===== src/rtl/sme_job_sequencer.sv =====
// Front-end job sequencer for the string matching engine: buffers one string and
// a queue of patterns, replays them over the SME char protocol, returns tagged results.
module sme_job_sequencer #(
  parameter int PQ_DEPTH = 4,
  parameter int TIMEOUT  = 128
) (
  input  logic       clk,
  input  logic       reset,
  input  logic       str_we,
  input  logic [7:0] str_char,
  input  logic       str_last,
  output logic       str_ready,
  input  logic       pat_we,
  input  logic [7:0] pat_char,
  input  logic       pat_last,
  output logic       pat_ready,
  output logic [7:0] sme_chardata,
  output logic       sme_isstring,
  output logic       sme_ispattern,
  input  logic       sme_valid,
  input  logic       sme_match,
  input  logic [4:0] sme_match_index,
  output logic       res_valid,
  input  logic       res_ready,
  output logic       res_match,
  output logic [4:0] res_index,
  output logic       res_timeout,
  output logic [3:0] res_tag,
  output logic       busy
);
  localparam int PW = $clog2(PQ_DEPTH);
  localparam int CW = ($clog2(TIMEOUT) > 6) ? $clog2(TIMEOUT) : 6;

  typedef enum logic [2:0] {IDLE, SEND_STR, SEND_PAT, GAP, WAIT, RESULT} state_t;
  state_t state, state_next;

  logic [7:0]    str_mem [32];
  logic [5:0]    str_len;
  logic          str_done, str_dirty;
  logic [63:0]   stage_data, commit_data;
  logic [3:0]    stage_len, commit_len;
  logic [63:0]   pq_data [PQ_DEPTH];
  logic [3:0]    pq_len  [PQ_DEPTH];
  logic [PW-1:0] wr_ptr, rd_ptr;
  logic [PW:0]   count;
  logic [CW-1:0] cnt;

  logic str_acc, str_wr_en, pq_full, push, pop, dispatch, stage_put;
  logic str_end, pat_end, to_end;
  logic [4:0] str_wr_idx;

  assign str_acc    = str_we && (state == IDLE);
  assign str_wr_idx = str_done ? 5'd0 : str_len[4:0];
  assign str_wr_en  = str_acc && (str_done || (str_len != 6'd32));
  assign pq_full    = (count == (PW+1)'(PQ_DEPTH));
  assign push       = pat_we && pat_last && !pq_full;
  assign pop        = (state == RESULT) && res_ready;
  assign dispatch   = (state == IDLE) && (count != '0) && (str_len != '0) && str_done;
  assign stage_put  = (stage_len != 4'd8);
  assign str_end    = (cnt == CW'(str_len) - CW'(1));
  assign pat_end    = (cnt == CW'(pq_len[rd_ptr]) - CW'(1));
  assign to_end     = (cnt == CW'(TIMEOUT - 1));

  // The committing char joins the staged pattern unless it is already 8 long.
  always_comb begin
    commit_data = stage_data;
    commit_len  = stage_len;
    if (stage_put) begin
      commit_data[{stage_len[2:0], 3'b000} +: 8] = pat_char;
      commit_len = stage_len + 4'd1;
    end
  end

  always_ff @(posedge clk or posedge reset) begin
    if (reset) state <= IDLE;
    else       state <= state_next;
  end

  always_comb begin
    state_next = state;
    unique case (state)
      IDLE:     if (dispatch) state_next = str_dirty ? SEND_STR : SEND_PAT;
      SEND_STR: if (str_end) state_next = SEND_PAT;
      SEND_PAT: if (pat_end) state_next = GAP;
      GAP:      state_next = WAIT;
      WAIT:     if (sme_valid || to_end) state_next = RESULT;
      RESULT:   if (res_ready) state_next = IDLE;
      default:  state_next = IDLE;
    endcase
  end

  always_comb begin
    str_ready     = (state == IDLE);
    busy          = (state != IDLE);
    pat_ready     = !pq_full;
    res_valid     = (state == RESULT);
    sme_isstring  = (state == SEND_STR);
    sme_ispattern = (state == SEND_PAT);
    sme_chardata  = '0;
    if (state == SEND_STR) sme_chardata = str_mem[cnt[4:0]];
    else if (state == SEND_PAT) sme_chardata = pq_data[rd_ptr][{cnt[2:0], 3'b000} +: 8];
  end

  always_ff @(posedge clk or posedge reset) begin
    if (reset) begin
      cnt <= '0;
    end else if (state_next != state) begin
      cnt <= '0;
    end else if (state inside {SEND_STR, SEND_PAT, WAIT}) begin
      cnt <= cnt + CW'(1);
    end
  end

  always_ff @(posedge clk) begin
    if (str_wr_en) str_mem[str_wr_idx] <= str_char;
    if (push) begin
      pq_data[wr_ptr] <= commit_data;
      pq_len[wr_ptr]  <= commit_len;
    end
  end

  // A write following a completed string restarts the buffer at length 1.
  always_ff @(posedge clk or posedge reset) begin
    if (reset) begin
      str_len   <= '0;
      str_done  <= 1'b0;
      str_dirty <= 1'b0;
    end else if (str_acc) begin
      if (str_done)              str_len <= 6'd1;
      else if (str_len != 6'd32) str_len <= str_len + 6'd1;
      str_done <= str_last;
      if (str_last) str_dirty <= 1'b1;
    end else if (state == SEND_STR) begin
      str_dirty <= 1'b0;
    end
  end

  always_ff @(posedge clk or posedge reset) begin
    if (reset) begin
      stage_data <= '0;
      stage_len  <= '0;
      wr_ptr     <= '0;
      rd_ptr     <= '0;
      count      <= '0;
    end else begin
      if (pat_we) begin
        if (pat_last) begin
          if (!pq_full) begin
            stage_data <= '0;
            stage_len  <= '0;
          end
        end else if (stage_put) begin
          stage_data <= commit_data;
          stage_len  <= commit_len;
        end
      end
      if (push) wr_ptr <= wr_ptr + PW'(1);
      if (pop)  rd_ptr <= rd_ptr + PW'(1);
      if (push && !pop)      count <= count + (PW+1)'(1);
      else if (pop && !push) count <= count - (PW+1)'(1);
    end
  end

  // sme_valid takes priority over the timeout when both land in the same cycle.
  always_ff @(posedge clk or posedge reset) begin
    if (reset) begin
      res_tag     <= '0;
      res_match   <= 1'b0;
      res_index   <= '0;
      res_timeout <= 1'b0;
    end else begin
      if (dispatch) res_tag <= res_tag + 4'd1;
      if (state == WAIT) begin
        if (sme_valid) begin
          res_match   <= sme_match;
          res_index   <= sme_match_index;
          res_timeout <= 1'b0;
        end else if (to_end) begin
          res_match   <= 1'b0;
          res_index   <= '0;
          res_timeout <= 1'b1;
        end
      end
    end
  end
endmodule

===== config.mk =====
export PLATFORM = sky130hd
export DESIGN_NAME = sme_job_sequencer
export DESIGN_NICKNAME = d
export VERILOG_FILES = /design/src/rtl/sme_job_sequencer.sv
export SDC_FILE = /design/constraint.sdc
export NUM_CORES = 1
export LEC_CHECK = 0
export CAP_MARGIN = 20
export CORE_MARGIN = 4
export CORE_UTILIZATION = 60
export CTS_BUF_LIST = sky130_fd_sc_hd__clkbuf_2 sky130_fd_sc_hd__clkbuf_4 sky130_fd_sc_hd__clkbuf_8
export DETAILED_ROUTE_END_ITERATION = 10
export PLACE_DENSITY = 0.74
export SLEW_MARGIN = 30
export SYNTH_ARGS = -nofsm -noshare
export SYNTH_HDL_FRONTEND = slang
export SYNTH_SLANG_ARGS = --single-unit

===== constraint.sdc =====
create_clock -name clk -period 5.1 [get_ports clk]
set_input_delay 1.53 -clock clk [delete_from_list [all_inputs] [get_ports clk]]
set_output_delay 1.53 -clock clk [all_outputs]
set_load 0.01 [all_outputs]

==> flow_summary.toml <==
[timing]
timing.slew.headroom = 0.314
drv_slew = 0
rsz0062_at_grt = "yes"
min_period_ns = 5.07
fmax_ghz = 0.197
setup_viol = 0
finalHoldViolations = 0
layout_setup_ws_ns = 0.0255
fin_crit_sh = 0.995
worst_slew_pin_slew_ns = 1.02
clock_skew_ns = 0.0191
finalSetupTns_ns = 0
whs_ns = 0.471

[critical_path]
crit_type = "flop to primary output"
critPathMaxFanout = 18
required_ns = 3.57
crit_chain = "buf_12 -> mux4_2 -> o22ai_1 -> nor2_1 -> o211ai_1 -> o31ai_4 -> buf_4 -> clkdlybuf4s50_1"
rrSetupSlack_ns = 1.56
end_kind = "primary output"
crit_path_start_kind = "flop"
cp_slowest_stage_delay_ns = 0.53
cp_slowest_cell = "mux4_2"
worst_ep_arrival_time_ns = 3.54

[floorplan]
pin_count = 55
initial_utilization = 0.607
core_sq_um = 43200
die_area_sq_um = 47100
die_h_um = 217
rows = 76
die_w_um = 217

[logic_synthesis]
synth_top_area_share = 0.605
yosysMostFrequentCell = "edfxtp_1"
synth_area_leaders = "edfxtp_1 60%, dfrtp_1 9.9%, mux4_2 9.3%"
yosysWarnings = 0
ys_seq_elements = 632
synth_flop_cell = "edfxtp_1"
ys_seq_area_frac = 0.704
synth_edf_count = 528
netlist_instances = 1535
syn_area_sq_um = 26200
syn_nets = 1579
async_reset_ff_frac = 0.165
synthTopCellsByCount = "528 x edfxtp_1, 108 x mux4_2, 104 x dfrtp_1, 91 x nor2_1, 83 x mux2i_1"
synth.avg_cell_area_sq_um = 17.1
synth.largest_area_cell = "edfxtp_1"
yosysUniqueCellTypes = 60

[routing]
drt_iter0_drc = 1839
drc = 0
vias = 14758
postRouteAntennaNets = 0
dr.pass1.iters = 6
wirelength_um = 58500
post_drt_wl_per_cell_um = 24.8
vias_per_cell = 6.26

[final_layout]
n_antenna_cell = 0
fin_cells = 2356
nets = 1731
drive_gt1_frac = 0.266
final_core_util = 0.695
design_area_sq_um = 30000
n_fill_cell = 2799
area_growth_pct = 14.5

[min_path]
holdCritPathClass = "flop to flop"

[global_routing]
antenna_found_initial = 1
grt_pass1_vias = 14825
grt_usage = 0.252
grt_max_degree = 65
gr-total-overflow = 0
grt_pass1_wl_um = 89700

[place]
dp_cells = 2165
post-dp-hpwl_um = 36300
place_area_sq_um = 27800
place.gp.congestion = 0.928
portBuffers = 54
dpl_worst_slack_ns = 0.414

[cts]
cts_max_level = 3
cts_root_buf = "clkbuf_8"
cts_buffers = 99
cts_buffer_depth = 3
cts.sinks = 632
cts_hold_buffers = 0
clk_latency_ns = 0.68
cts_tree = "done"
path_clk_slew_ns = 0.06

[pwr]
powerDensity_nw_per_um2 = 512
leakage_nw = 10.9
power_mw = 15.4
vdd_drop_max_uv = 238

[run_status]
status = "finished clean"

[flow_run]
max_cap_viol_count = 0
worst max-delay path, delay by kind of cell, from the launching register on:
family / cells / cell delay, ns
buf+inv: 3 / 0.87
compound gates: 3 / 0.86
mux: 1 / 0.53
flops: 1 / 0.52
simple gates: 1 / 0.07
worst paths after layout:
check	start	end	cells after the start
setup / recovery	rd_ptr[1]	sme_chardata[5]	8
hold / removal	res_tag[3]	res_tag[3]	1
setup reg to reg	stage_len[0]	stage_data[32]	7
hold reg to reg	res_tag[3]	res_tag[3]	1
max in group asynchronous	reset	stage_data[32]	3
min in group asynchronous	reset	wr_ptr[0]	2
sequential cells by signal (all words and copies together) (netlist names):
name and cells:
str_done 1, str_mem 256, pq_len 16, res_index 5, state 3, stage_data 64, res_tag 4, pq_data 256
cnt 7, res_timeout 1, wr_ptr 2, stage_len 4, res_match 1, str_len 6, count 3, str_dirty 1
rd_ptr 2
report_power, final:
group,leakage [nW],switching (mW),internal [mW]
logic,3.60,2.54,2.00
clock network,1.06,1.93,2.30
registers,6.23,0.322,6.26
total,10.9,4.79,10.6
routing by layer:
layer / up-vias / part of all wire / global-route usage
met4: 2 / 0.023 / 0.0840
met3: 83 / 0.10 / 0.0561
li1: 6362 / - / -
met2: 752 / 0.45 / 0.370
met5: - / 0.00022 / 0
met1: 7559 / 0.42 / 0.385
layout by cell type (no fill, tap or decap), types with 15 or more instances in the layout:
| cell type | count |
|---|---|
| edfxtp_1 | 528 |
| mux4_2 | 108 |
| clkbuf_8 | 106 |
| dfrtp_1 | 100 |
| nor2_1 | 90 |
| mux2i_1 | 83 |
| nand2_1 | 79 |
| buf_4 | 76 |
| mux2_2 | 58 |
| clkdlybuf4s50_1 | 49 |
| o21ai_0 | 39 |
| clkbuf_4 | 38 |
| and3_1 | 30 |
| inv_1 | 25 |
| a21o_1 | 24 |
| a22o_1 | 23 |
| nand3_1 | 22 |
| a221oi_1 | 19 |
| clkinv_1 | 17 |
| a21oi_1 | 16 |
| clkinv_2 | 16 |
| xnor2_1 | 15 |
| o22ai_1 | 15 |
layout make-up:
cell class | instances | area [sq um] | share of cell area
clock inverters | 41 | 254 | 0.00847
clock buffers | 144 | 1740 | 0.0581
well taps | 585 | 732 | 0.0244
repair buffers | 144 | 1380 | 0.0460
inverters | 27 | 104 | 0.00346
flip-flops and latches | 632 | 18500 | 0.616
multi-input cells | 783 | 7320 | 0.244
cells by family after synthesis:
logic type,count (synthesis),share of synthesized area
mux,249,0.149
compound gates,189,0.0507
buf+inv,120,0.0202
flops,632,0.704
xor+xnor,30,0.0105
simple gates,301,0.0581
fa+ha+maj,14,0.00697
repair_timing:
item                                    CTS  global route
gates resized for setup                   3             9
endpoints found under the setup margin    8             7
setup buffers                             5             0
pin swaps                                 0             2
gates cloned                              0             1
(Power assumes the default switching activity.)
